## src/rtl/operand_loader.sv

```systemverilog
// -----------------------------------------------------------------------------
// operand_loader
//
// Serial-to-parallel operand front end for the compare stage. A framed,
// LSB-first bit stream carries operand A and then operand B. Both words are
// assembled in shift registers, and only a complete frame is copied to the
// registered a/b outputs, so the downstream combinational logic never sees
// partial operands.
//
// Optional feature: define PARITY_CHECK_EN to expect one even-parity bit
// after each operand. A parity failure pulses err for one cycle and drops
// the frame.
//
// Parameters:
//   W          operand width in bits (minimum 2)
// Ports:
//   clk        rising-edge clock
//   rst_n      asynchronous active-low reset
//   start      frame start request, honoured only in IDLE
//   sin        serial data bit
//   sin_valid  sin is sampled on edges where this is high
//   out_ready  downstream accepts the held operands
//   a, b       assembled operands, registered
//   out_valid  a/b hold a fresh, unconsumed frame
//   busy       high in every state except IDLE
//   err        one-cycle parity-failure pulse (constant 0 without parity)
// -----------------------------------------------------------------------------
module operand_loader #(
    parameter int W = 5
) (
    input  logic         clk,
    input  logic         rst_n,
    input  logic         start,
    input  logic         sin,
    input  logic         sin_valid,
    input  logic         out_ready,
    output logic [W-1:0] a,
    output logic [W-1:0] b,
    output logic         out_valid,
    output logic         busy,
    output logic         err
);

    localparam int CW = $clog2(W);
    localparam logic [CW-1:0] LAST = CW'(W - 1);

    typedef enum logic [2:0] {
        IDLE   = 3'd0,
        LOAD_A = 3'd1,
`ifdef PARITY_CHECK_EN
        PAR_A  = 3'd2,
        PAR_B  = 3'd4,
`endif
        LOAD_B = 3'd3,
        HOLD   = 3'd5
    } state_t;

    state_t        state_reg, state_next;
    logic [CW-1:0] cnt_reg, cnt_next;
    logic [W-1:0]  sha_reg, sha_next;
    logic [W-1:0]  shb_reg, shb_next;
    logic [W-1:0]  a_reg, a_next;
    logic [W-1:0]  b_reg, b_next;
    logic          out_valid_reg, out_valid_next;

    // Shifted versions of both registers with sin entering at the top, so
    // after W shifts the first bit received sits in bit 0.
    logic [W-1:0]  sha_shift;
    logic [W-1:0]  shb_shift;

    genvar gi;
    generate
        for (gi = 0; gi < W; gi++) begin : g_shift
            if (gi == W - 1) begin : g_top
                assign sha_shift[gi] = sin;
                assign shb_shift[gi] = sin;
            end else begin : g_low
                assign sha_shift[gi] = sha_reg[gi+1];
                assign shb_shift[gi] = shb_reg[gi+1];
            end
        end
    endgenerate

`ifdef PARITY_CHECK_EN
    logic err_reg, err_next;
`endif

    always_ff @(posedge clk or negedge rst_n) begin
        if (!rst_n) begin
            state_reg     <= IDLE;
            cnt_reg       <= '0;
            sha_reg       <= '0;
            shb_reg       <= '0;
            a_reg         <= '0;
            b_reg         <= '0;
            out_valid_reg <= 1'b0;
`ifdef PARITY_CHECK_EN
            err_reg       <= 1'b0;
`endif
        end else begin
            state_reg     <= state_next;
            cnt_reg       <= cnt_next;
            sha_reg       <= sha_next;
            shb_reg       <= shb_next;
            a_reg         <= a_next;
            b_reg         <= b_next;
            out_valid_reg <= out_valid_next;
`ifdef PARITY_CHECK_EN
            err_reg       <= err_next;
`endif
        end
    end

    always_comb begin
        state_next     = state_reg;
        cnt_next       = cnt_reg;
        sha_next       = sha_reg;
        shb_next       = shb_reg;
        a_next         = a_reg;
        b_next         = b_reg;
        out_valid_next = out_valid_reg;
`ifdef PARITY_CHECK_EN
        err_next       = 1'b0;
`endif
        case (state_reg)
            IDLE: begin
                // sin_valid in this cycle is deliberately not sampled
                if (start) begin
                    state_next = LOAD_A;
                    cnt_next   = '0;
                end
            end
            LOAD_A: begin
                if (sin_valid) begin
                    sha_next = sha_shift;
                    if (cnt_reg == LAST) begin
                        cnt_next = '0;
`ifdef PARITY_CHECK_EN
                        state_next = PAR_A;
`else
                        state_next = LOAD_B;
`endif
                    end else begin
                        cnt_next = cnt_reg + CW'(1);
                    end
                end
            end
`ifdef PARITY_CHECK_EN
            PAR_A: begin
                if (sin_valid) begin
                    if (^{sha_reg, sin}) begin
                        err_next   = 1'b1;
                        state_next = IDLE;
                    end else begin
                        state_next = LOAD_B;
                    end
                end
            end
`endif
            LOAD_B: begin
                if (sin_valid) begin
                    shb_next = shb_shift;
                    if (cnt_reg == LAST) begin
                        cnt_next = '0;
`ifdef PARITY_CHECK_EN
                        state_next = PAR_B;
`else
                        // Land the frame; B's last bit is still in flight,
                        // so take the shifted value rather than shb_reg.
                        state_next     = HOLD;
                        a_next         = sha_reg;
                        b_next         = shb_shift;
                        out_valid_next = 1'b1;
`endif
                    end else begin
                        cnt_next = cnt_reg + CW'(1);
                    end
                end
            end
`ifdef PARITY_CHECK_EN
            PAR_B: begin
                if (sin_valid) begin
                    if (^{shb_reg, sin}) begin
                        err_next   = 1'b1;
                        state_next = IDLE;
                    end else begin
                        state_next     = HOLD;
                        a_next         = sha_reg;
                        b_next         = shb_reg;
                        out_valid_next = 1'b1;
                    end
                end
            end
`endif
            HOLD: begin
                if (out_ready) begin
                    out_valid_next = 1'b0;
                    state_next     = IDLE;
                end
            end
            default: begin
                state_next = IDLE;
            end
        endcase
    end

    assign a         = a_reg;
    assign b         = b_reg;
    assign out_valid = out_valid_reg;
    assign busy      = (state_reg != IDLE);
`ifdef PARITY_CHECK_EN
    assign err       = err_reg;
`else
    assign err       = 1'b0;
`endif

endmodule

```

## config.mk

```make
export PLATFORM = sky130hd
export DESIGN_NAME = operand_loader
export DESIGN_NICKNAME = d
export VERILOG_FILES = /design/src/rtl/operand_loader.sv
export SDC_FILE = /design/constraint.sdc
export NUM_CORES = 1
export LEC_CHECK = 0
export ABC_AREA = 1
export CAP_MARGIN = 20
export CORE_MARGIN = 4
export CORE_UTILIZATION = 60
export DETAILED_ROUTE_END_ITERATION = 10
export DONT_BUFFER_PORTS = 1
export GPL_TIMING_DRIVEN = 1
export PLACE_DENSITY_LB_ADDON = 0.2
export SETUP_SLACK_MARGIN = 0.5
export SLEW_MARGIN = 20
export SYNTH_ARGS = -nofsm -noshare
export SYNTH_HDL_FRONTEND = slang
export SYNTH_SLANG_ARGS = --single-unit
```

## constraint.sdc

```tcl
create_clock -name clk -period 1.6 [get_ports clk]
set_input_delay 0.16 -clock clk [delete_from_list [all_inputs] [get_ports clk]]
set_output_delay 0.16 -clock clk [all_outputs]
set_load 0.02 [all_outputs]
```

==> run metrics <==
run status completed; first-pass GRT wire length 4.29 mm; Worst setup EP type flip-flop; antenna cells 0; Synth Area in XOR/XNOR 0.747%; min-delay worst type input pin to flip-flop; Placeable Area 1780 µm²; Root Buffer Master clkbuf_4; register area share after synthesis 55.5%; min-delay src sin_valid; via/cell ratio 5.85; Synth area leaders dfrtp_1 (55%), nand2_1 (12%), o21ai_0 (6.0%); CP startpoint state_reg[0]$_DFFE_PN0P_; Synthesis Warnings 0; Setup violations, final 0; # nets final 160; fraction of the mapped netlist area in adder cells 2.13%; Data arrival, critical path 1.68 ns; post-synth top area share 55.5%; Chip Width 52.2 µm; Power, Total 2.71 mW; CTS tree done; pwr dens 1770 nW/µm²; Die Y 52.2 µm; clock-pin slew on the worst setup and hold paths 0.14 ns; fin. max-slew vios 0; Worst R2R Start state_reg[0]$_DFFE_PN0P_; GPL Wtd Cong 0.801; total track usage 22.1%; Critical Path Start Type flip-flop; delay-heaviest family, CP compound AO/OA/AOI/OAI gates; Pre-Repair DR Iteration Count 4; post-synthesis compound-gate area fraction 12.1%; CTS buffer count 3; vias in the first global route 941; CP required 1.83 ns; Die ar. 2730 µm²; final period utilization 90.6%; post-route minimum period 1.45 ns; io pins 19; Synth area leader dfrtp_1; DR vias 1023; CP max stage delay 0.44 ns; row count 15; final antenna-violating net count 0; Hold Crit Depth 2; post-synthesis mux area share 0%; synthesis-to-finish area growth 31.2%; largest family of logic cells by synthesized area simple AND/OR/NAND/NOR gates; Synth cell types 18; reported max-cap violation count 0; Worst Path Buf+Inv 2; clk buf depth 2; VDD IR max 1210 µV; crit-path cells inv_2 > buf_4 > a21oi_2 > nand3_2 > o21ai_0; Mapped Nets 138; critical-path maximum fanout 6; drt drc 0; Initial Util 65.8%; WL final 3.47 mm; Synth Instances 130; Final HPWL DP 1.34 mm; worst-skew pair later-pin latency 0.34 ns; leakage 0.749 nW; simple-gate portion of the synthesized area 21.7%; final hold vios 0; layout cells sized above 1 40.0%; grt ovf 0; DR iter-0 viols 76; Post-Syn Area 1170 µm²; largest net degree at the start of global routing 27; Worst path slowest cell dfrtp_2; WP depth 5; cell depth of the worst flop-to-flop path 5; Crit Path Class flip-flop to flip-flop; Setup Skew 0.00408 ns; H-tree depth 1; flop and latch count out of synthesis 26; initial antenna violation count 0; synthesized area per cell 9.02 µm²; # port buffers 0; CTS Sinks 26; Wirelength per Cell 19.8 µm; Peak Freq 0.690 GHz; setup TNS 0 ns; RSZ-0062 raised after global routing true
-- logic make-up (layout without fill, tap and decap cells) --
logic type / Yosys count / after routing
and+or+nand+nor: 57 / 57
DFF: 26 / 26
AOI/OAI and AO/OA: 23 / 23
buffers and inverters: 20 / 40
adders and majority gates: 2 / 2
other: 1 / 1
xor gates and xnor gates: 1 / 1
-- routing by layer --
metal,global-route usage (%),share of wire [%]
met3,7.41,7.3
met5,0,0
met1,25.5,37
met2,39.5,51
met4,4.68,4.6
-- power breakdown --
part	switching (mW)	leakage [nW]	internal, mW
sequential	0.305	0.343	0.884
combinational	0.720	0.391	0.512
clock	0.205	0.0138	0.0889
total	1.23	0.749	1.48
-- final cells by class --
| class | instances | area [µm²] |
|---|---|---|
| Timing Repair Buffer | 18 | 188 |
| Fill cell | 78 | 245 |
| Timing Repair inverter | 1 | 8.76 |
| Inverter | 18 | 80.1 |
| Clock buffer | 3 | 22.5 |
| Multi-Input combinational cell | 84 | 553 |
| Tap cell | 25 | 31.3 |
| Sequential cell | 26 | 654 |
-- synth_stat cells --
| cell type | count |
|---|---|
| nand2_1 | 39 |
| dfrtp_1 | 26 |
| inv_1 | 16 |
| o21ai_0 | 14 |
| nand3_1 | 8 |
| o21ai_2 | 7 |
| nor2_1 | 6 |
| a21oi_1 | 2 |
| ha_1 | 2 |
| nor2_4 | 2 |
| buf_4 | 1 |
| buf_6 | 1 |
| conb_1 | 1 |
| inv_2 | 1 |
| inv_4 | 1 |
| nand3_4 | 1 |
| nor3_1 | 1 |
| xor2_1 | 1 |
-- worst register-to-register path, cell delays in order (launching register included) --
cell and delay [ns]:
dfrtp_2 0.44, inv_2 0.07, buf_4 0.14, a21oi_2 0.22, nand3_2 0.17, o21ai_0 0.31
-- per-stage QoR --
step | hold WS (ns) | area [µm²] | cells | util [%] | worst slack, ns
after global placement | -0.135 | 1190 | 153 | 66.7 | 0.289
after CTS | 0.00643 | 1420 | 169 | 79.5 | 0.330
final | 0.000390 | 1540 | 175 | 86.2 | 0.150
after floorplan | -0.136 | 1180 | 130 | - | 0.304
after global routing | 0.0130 | 1540 | 175 | 86.2 | 0.122
after detailed placement | -0.135 | 1190 | 153 | 66.7 | 0.225
-- placed cells by master, fill, tap and decap left out, drive strengths merged --
master	instances
nand2	39
dfrtp	26
o21ai	21
inv	19
buf	16
nand3	9
nor2	8
clkbuf	3
ha	2
dlygate4sd3	2
a21oi	2
nor3	1
xor2	1
conb	1
-- final timing paths --
path                            slack [ns]                       end
worst min-delay path                0.0004    sha_reg[4]$_DFFE_PN0P_
worst min register to register        0.52    shb_reg[4]$_DFFE_PN0P_
max in group asynchronous             1.18  state_reg[1]$_DFFE_PN0P_
worst max-delay path                  0.15    cnt_reg[1]$_DFFE_PN0P_
min in group asynchronous             0.26          b[2]$_DFFE_PN0P_
worst max register to register        0.15    cnt_reg[1]$_DFFE_PN0P_
-- timing repair --
item	4_1_cts	5_1_grt
gates resized for setup	28	25
hold buffers	3	0
setup endpoints to repair	27	27
cloned	0	1
pin swaps	11	11
buffers inserted	10	5
endpoints found under the hold margin	27	0
Note: power is estimated with default switching activity, not from simulation.
